File: config.mk
export PLATFORM = sky130hd
export DESIGN_NAME = cle_serial_sequencer
export DESIGN_NICKNAME = d
export VERILOG_FILES = /design/src/rtl/cle_serial_sequencer.sv
export SDC_FILE = /design/constraint.sdc
export NUM_CORES = 1
export LEC_CHECK = 0
export ABC_AREA = 1
export CAP_MARGIN = 20
export CORE_UTILIZATION = 40
export CTS_CLUSTER_SIZE = 16
export DETAILED_ROUTE_END_ITERATION = 6
export PLACE_DENSITY = 0.69
export SKIP_CTS_REPAIR_TIMING = 1
export SYNTH_ARGS = -nofsm -noshare
export SYNTH_HDL_FRONTEND = slang
export SYNTH_SLANG_ARGS = --single-unit
File: constraint.sdc
create_clock -name clk -period 3.35 [get_ports clk]
set_input_delay 0.335 -clock clk [delete_from_list [all_inputs] [get_ports clk]]
set_output_delay 0.335 -clock clk [all_outputs]
set_load 0.02 [all_outputs]
File: src/rtl/cle_serial_sequencer.sv
// rtl/cle_serial_sequencer.sv - two-requester round-robin serial register sequencer
module cle_serial_sequencer #(
    parameter int CLK_DIV    = 4,
    parameter int FRAME_BITS = 8
) (
    input  logic                  clk,
    input  logic                  rst,
    input  logic [1:0]            req,
    input  logic [1:0]            rw,
    input  logic [5:0]            addr0,
    input  logic [5:0]            addr1,
    input  logic [FRAME_BITS-1:0] wdata0,
    input  logic [FRAME_BITS-1:0] wdata1,
    output logic [1:0]            gnt,
    output logic [1:0]            done,
    output logic [FRAME_BITS-1:0] rdata,
    output logic                  busy,
    output logic                  sser_n,
    output logic [5:0]            ba,
    output logic                  br_w,
    output logic                  sck,
    output logic                  sdo,
    input  logic                  sdi
);

    localparam int              CW       = $clog2(FRAME_BITS + 1);
    localparam logic [7:0]      DIV_LAST = 8'(CLK_DIV - 1);
    localparam logic [CW-1:0]   BITS     = CW'(FRAME_BITS);

    typedef enum logic [1:0] {IDLE, SETUP, SHIFT, HOLD} state_t;

    state_t                state_q;
    logic [1:0]            gnt_q, done_q;
    logic [FRAME_BITS-1:0] rdata_q, tx_q, rx_q;
    logic                  busy_q, sser_n_q, br_w_q, sck_q, sdo_q;
    logic [5:0]            ba_q;
    logic [CW-1:0]         bit_cnt_q;
    logic [7:0]            div_q;
    logic                  last_q;
    logic                  armed_q;

    logic                  pick_d;
    logic                  grant_ok_d;
    logic                  div_wrap_d;
    logic [CW-1:0]         bit_cnt_d;
    logic [FRAME_BITS-1:0] tx_load_d, tx_shift_d, rx_shift_d;

    always_comb begin
        pick_d = 1'b0;
        if (req == 2'b11) begin
            pick_d = ~last_q;
        end else if (req == 2'b10) begin
            pick_d = 1'b1;
        end
        // Holding off while done is high guarantees an IDLE cycle between transfers.
        grant_ok_d = (req != 2'b00) && (done_q == 2'b00) && armed_q;
        div_wrap_d = (div_q == DIV_LAST);
        bit_cnt_d  = bit_cnt_q + 1'b1;
        tx_load_d  = rw[pick_d] ? '0 : (pick_d ? wdata1 : wdata0);
        tx_shift_d = tx_q << 1;
        rx_shift_d = (rx_q << 1) | FRAME_BITS'(sdi);
    end

    always_ff @(posedge clk or posedge rst) begin
        if (rst) begin
            state_q   <= IDLE;
            gnt_q     <= 2'b00;
            done_q    <= 2'b00;
            rdata_q   <= '0;
            tx_q      <= '0;
            rx_q      <= '0;
            busy_q    <= 1'b0;
            sser_n_q  <= 1'b1;
            br_w_q    <= 1'b1;
            sck_q     <= 1'b0;
            sdo_q     <= 1'b0;
            ba_q      <= '0;
            bit_cnt_q <= '0;
            div_q     <= '0;
            last_q    <= 1'b1;
            armed_q   <= 1'b0;
        end else begin
            armed_q <= 1'b1;
            done_q  <= 2'b00;
            case (state_q)
                IDLE: begin
                    if (grant_ok_d) begin
                        state_q   <= SETUP;
                        gnt_q     <= pick_d ? 2'b10 : 2'b01;
                        last_q    <= pick_d;
                        busy_q    <= 1'b1;
                        sser_n_q  <= 1'b0;
                        ba_q      <= pick_d ? addr1 : addr0;
                        br_w_q    <= rw[pick_d];
                        sdo_q     <= tx_load_d[FRAME_BITS-1];
                        tx_q      <= tx_load_d << 1;
                        div_q     <= '0;
                        bit_cnt_q <= '0;
                    end
                end
                SETUP: begin
                    if (div_wrap_d) begin
                        div_q   <= '0;
                        state_q <= SHIFT;
                    end else begin
                        div_q <= div_q + 8'd1;
                    end
                end
                SHIFT: begin
                    if (!div_wrap_d) begin
                        div_q <= div_q + 8'd1;
                    end else begin
                        div_q <= '0;
                        if (!sck_q) begin
                            sck_q <= 1'b1;
                            rx_q  <= rx_shift_d;
                        end else begin
                            // Falling sck completes a bit; the next bit is presented here.
                            sck_q     <= 1'b0;
                            bit_cnt_q <= bit_cnt_d;
                            if (bit_cnt_d == BITS) begin
                                state_q <= HOLD;
                                sdo_q   <= 1'b0;
                            end else begin
                                sdo_q <= tx_q[FRAME_BITS-1];
                                tx_q  <= tx_shift_d;
                            end
                        end
                    end
                end
                HOLD: begin
                    if (!div_wrap_d) begin
                        div_q <= div_q + 8'd1;
                    end else begin
                        div_q    <= '0;
                        state_q  <= IDLE;
                        done_q   <= gnt_q;
                        gnt_q    <= 2'b00;
                        busy_q   <= 1'b0;
                        sser_n_q <= 1'b1;
                        if (br_w_q) begin
                            rdata_q <= rx_q;
                        end
                    end
                end
                default: state_q <= IDLE;
            endcase
        end
    end

    assign gnt    = gnt_q;
    assign done   = done_q;
    assign rdata  = rdata_q;
    assign busy   = busy_q;
    assign sser_n = sser_n_q;
    assign ba     = ba_q;
    assign br_w   = br_w_q;
    assign sck    = sck_q;
    assign sdo    = sdo_q;

endmodule

==> reports/metrics.cfg <==
[worst_setup_path]
path_class = reg2reg
cp_max_fo = 18
critPathTopFamily = buffers and inverters
cp-end-kind = flop
worstPathArrival_ns = 2.52
required_ns = 3.61
cp_common_cell = inv_1
startpoint_type = flop
worst_path_largest_cell_delay_ns = 0.55
worst-path-buf-inv = 4
crit_chain = inv_1 > ha_1 > inv_1 > nor2_1 > inv_1 > nand2_8 > inv_4 > nand3_4 > nand2_1 > nand2_1
critPathSlowestCell = ha_1

[finish]
nets = 446
area_growth_pct = 25.1
seqCellArea_um2 = 1360
drive_above_1_share_pct = 13.1
fin_cells = 501
antennaDiodeCount = 0
multi_input_area_um2 = 1370
fillers = 678

[logic_synthesis]
synthMostInstantiatedCell = nand2_1
synth_top_family_by_area = simple AND/OR/NAND/NOR gates
synth_commonest_cells = 106 x nand2_1, 51 x dfrtp_1, 35 x nand3_1
syn_nets = 389
synth_edf_count = 0
synth_warnings = 0
synthesis.area_um2 = 2920
synth.largest_area_cell = dfrtp_1
synthMuxAreaShare_pct = 0
synth-seq-cells = 54
synthAdderAreaFrac_pct = 3.00
syn_inst = 347
synth_area_leaders = dfrtp_1 44%, nand2_1 14%, nand3_1 6.0%
ys.flop_type = dfrtp_1
synth_compound_gate_area_share_pct = 9.13
synth_top_area_share_pct = 43.7
yosysUniqueCellTypes = 34
avgSynthCellArea_um2 = 8.41
synth-simple-area-share_pct = 33.4
ys_seq_area_share_pct = 46.4
synth-xor-area-share_pct = 1.20
async_reset_ff_share_pct = 100

[placement]
finalWeightedCongestion = 0.794
port_buffers = 57
dp_slack_ns = 1.11
dp_cells = 493
hpwl_mm = 4.33

[power]
p_per_area_nw_per_um2 = 731
leakagePower_nw = 1.72
ir_drop_mv = 0.335

[sta]
final_max_slew_viol_count = 0
fin_crit_ns = 2.27
hold_viol = 0
rsz0062_at_grt = false
setup-violations-final = 0
fin_tns_setup_ns = 0
max_slew_margin_pct = 54.5
layout_setup_ws_ns = 1.08
tightest_slew_ns = 0.683
skew_ns = 0.0107
max_freq_mhz = 441
period_share_pct = 67.7

[drt]
drt-initial-drc-count = 134
route.final.wire_length_mm = 5.89
dr.pass1.iters = 4
final_antenna_net_count = 0
viasPerCell = 4.74
wire_per_inst_um = 11.8
num_vias = 2374
drc = 0

[floorplanning]
die_h_um = 87.4
die_x_um = 87.4
ios = 58
core-area_um2 = 6910
start_util_pct = 42.2
num_rows = 30
die_area_um2 = 7640

[global_route]
grt_pass1_vias = 2248
grt_max_degree = 55
grt_pass1_wl_mm = 10.1
grt_use_met1_pct = 22.5
grt_util_met3_pct = 3.60
busiest_layer = met2
antenna_found_initial = 0
grtUsageTotal_pct = 16.9
grt_util_met2_pct = 27.8
gr-total-overflow = 0

[clock_network]
h-tree-depth = 2
clock_latency_ns = 0.31
cts.path.max_buffers = 2
cts.sinks = 54
cts_tree = done
cts.clk_slew.worst_paths_ns = 0.11
root_buffer = clkbuf_8
numCtsBuffers = 5

[job]
maxCapViolations = 0

[min_path]
hold_class = reg2reg

[status]
outcome = finished, final reports clean

[cell usage in the layout, fill, tap and decap left out]
master,instances
nand2_4,4
a31oi_1,6
dfstp_2,3
or2_2,2
nor2_1,21
nand2_8,2
xnor2_1,1
nor3_1,2
inv_2,3
conb_1,1
nand2_2,9
nand2_1,106
nor2_8,2
dfrtp_1,51
o21ai_2,7
nand4_1,3
a21oi_2,2
nand3_4,2
ha_1,7
nand3b_1,1
clkbuf_8,5
xor2_1,3
inv_8,1
inv_1,29
buf_4,1
o21ai_1,1
clkdlybuf4s50_1,57
nand3_1,35
a21oi_1,2
o22ai_1,4
nor2_2,2
inv_4,2
o21ai_0,22
clkinv_4,2
nor2_4,4
[layout make-up]
cell class                      count  share of cell area (%)
Multi-Input combinational cell    251                    37.5
Tap cell                           96                    3.29
Sequential cell                    54                    37.1
Clock inverter                      3                   0.788
Timing Repair Buffer               58                    15.8
Inverter                           34                    3.63
Clock buffer                        5                    1.88
[registers in the layout, summed over array words and instances, names as in the netlist]
name	count
rdata	8
done	2
busy	1
sdo	1
div_q	8
ba	6
sser_n	1
rx_q	8
gnt	2
sck	1
state_q	2
bit_cnt_q	4
last_q	1
armed_q	1
br_w	1
tx_q	7
[path summary, 6_finish.rpt]
kind / from / endpoint / slack (ns) / depth (start not counted)
max: state_q[0] / tx_q[2] / 1.08 / 10
min: busy / busy / 0.49 / 2
max reg2reg: state_q[0] / tx_q[2] / 1.08 / 10
min reg2reg: busy / busy / 0.49 / 2
max in group asynchronous: rst / bit_cnt_q[1] / 2.38 / 3
min in group asynchronous: rst / div_q[5] / 0.51 / 3
[through the flow]
stage	hold slack [ns]	power [mW]	utilization (%)	cell area [um^2]
2_1_floorplan	0.442	1.92	-	2920
3_3_place_gp	0.457	2.26	51.4	3550
3_5_place_dp	0.466	2.30	51.4	3550
4_1_cts	0.492	2.70	52.9	3650
5_1_grt	0.515	2.87	52.9	3650
6_report	0.487	2.67	52.9	3650
[power by group]
part / switching [mW] / total, mW / internal (mW)
registers: 0.139 / 0.982 / 0.843
logic: 0.795 / 1.29 / 0.498
clock network: 0.237 / 0.393 / 0.156
[worst register-to-register path, delay by kind of cell, from the launching register on]
kind | cells | cell delay (ns)
buffers and inverters | 4 | 0.64
DFF | 1 | 0.42
and+or+nand+nor | 5 | 0.61
adders and majority gates | 1 | 0.55
[layer usage]
metal / vias to the layer above / share of wire, %
met5: - / 0
met4: 0 / 1.0
met3: 4 / 5.9
met2: 74 / 46
met1: 1070 / 47
li1: 1226 / -
[cells by family (layout without fill, tap and decap cells)]
group | after synthesis | in the layout
other | 1 | 1
adder cells (fa/ha/maj) | 7 | 7
XOR/XNOR | 4 | 4
AND/OR/NAND/NOR | 195 | 195
AO/OA/AOI/OAI | 44 | 44
buffers and inverters | 42 | 100
flip-flops | 54 | 54
Note: power is estimated with default switching activity, not from simulation.
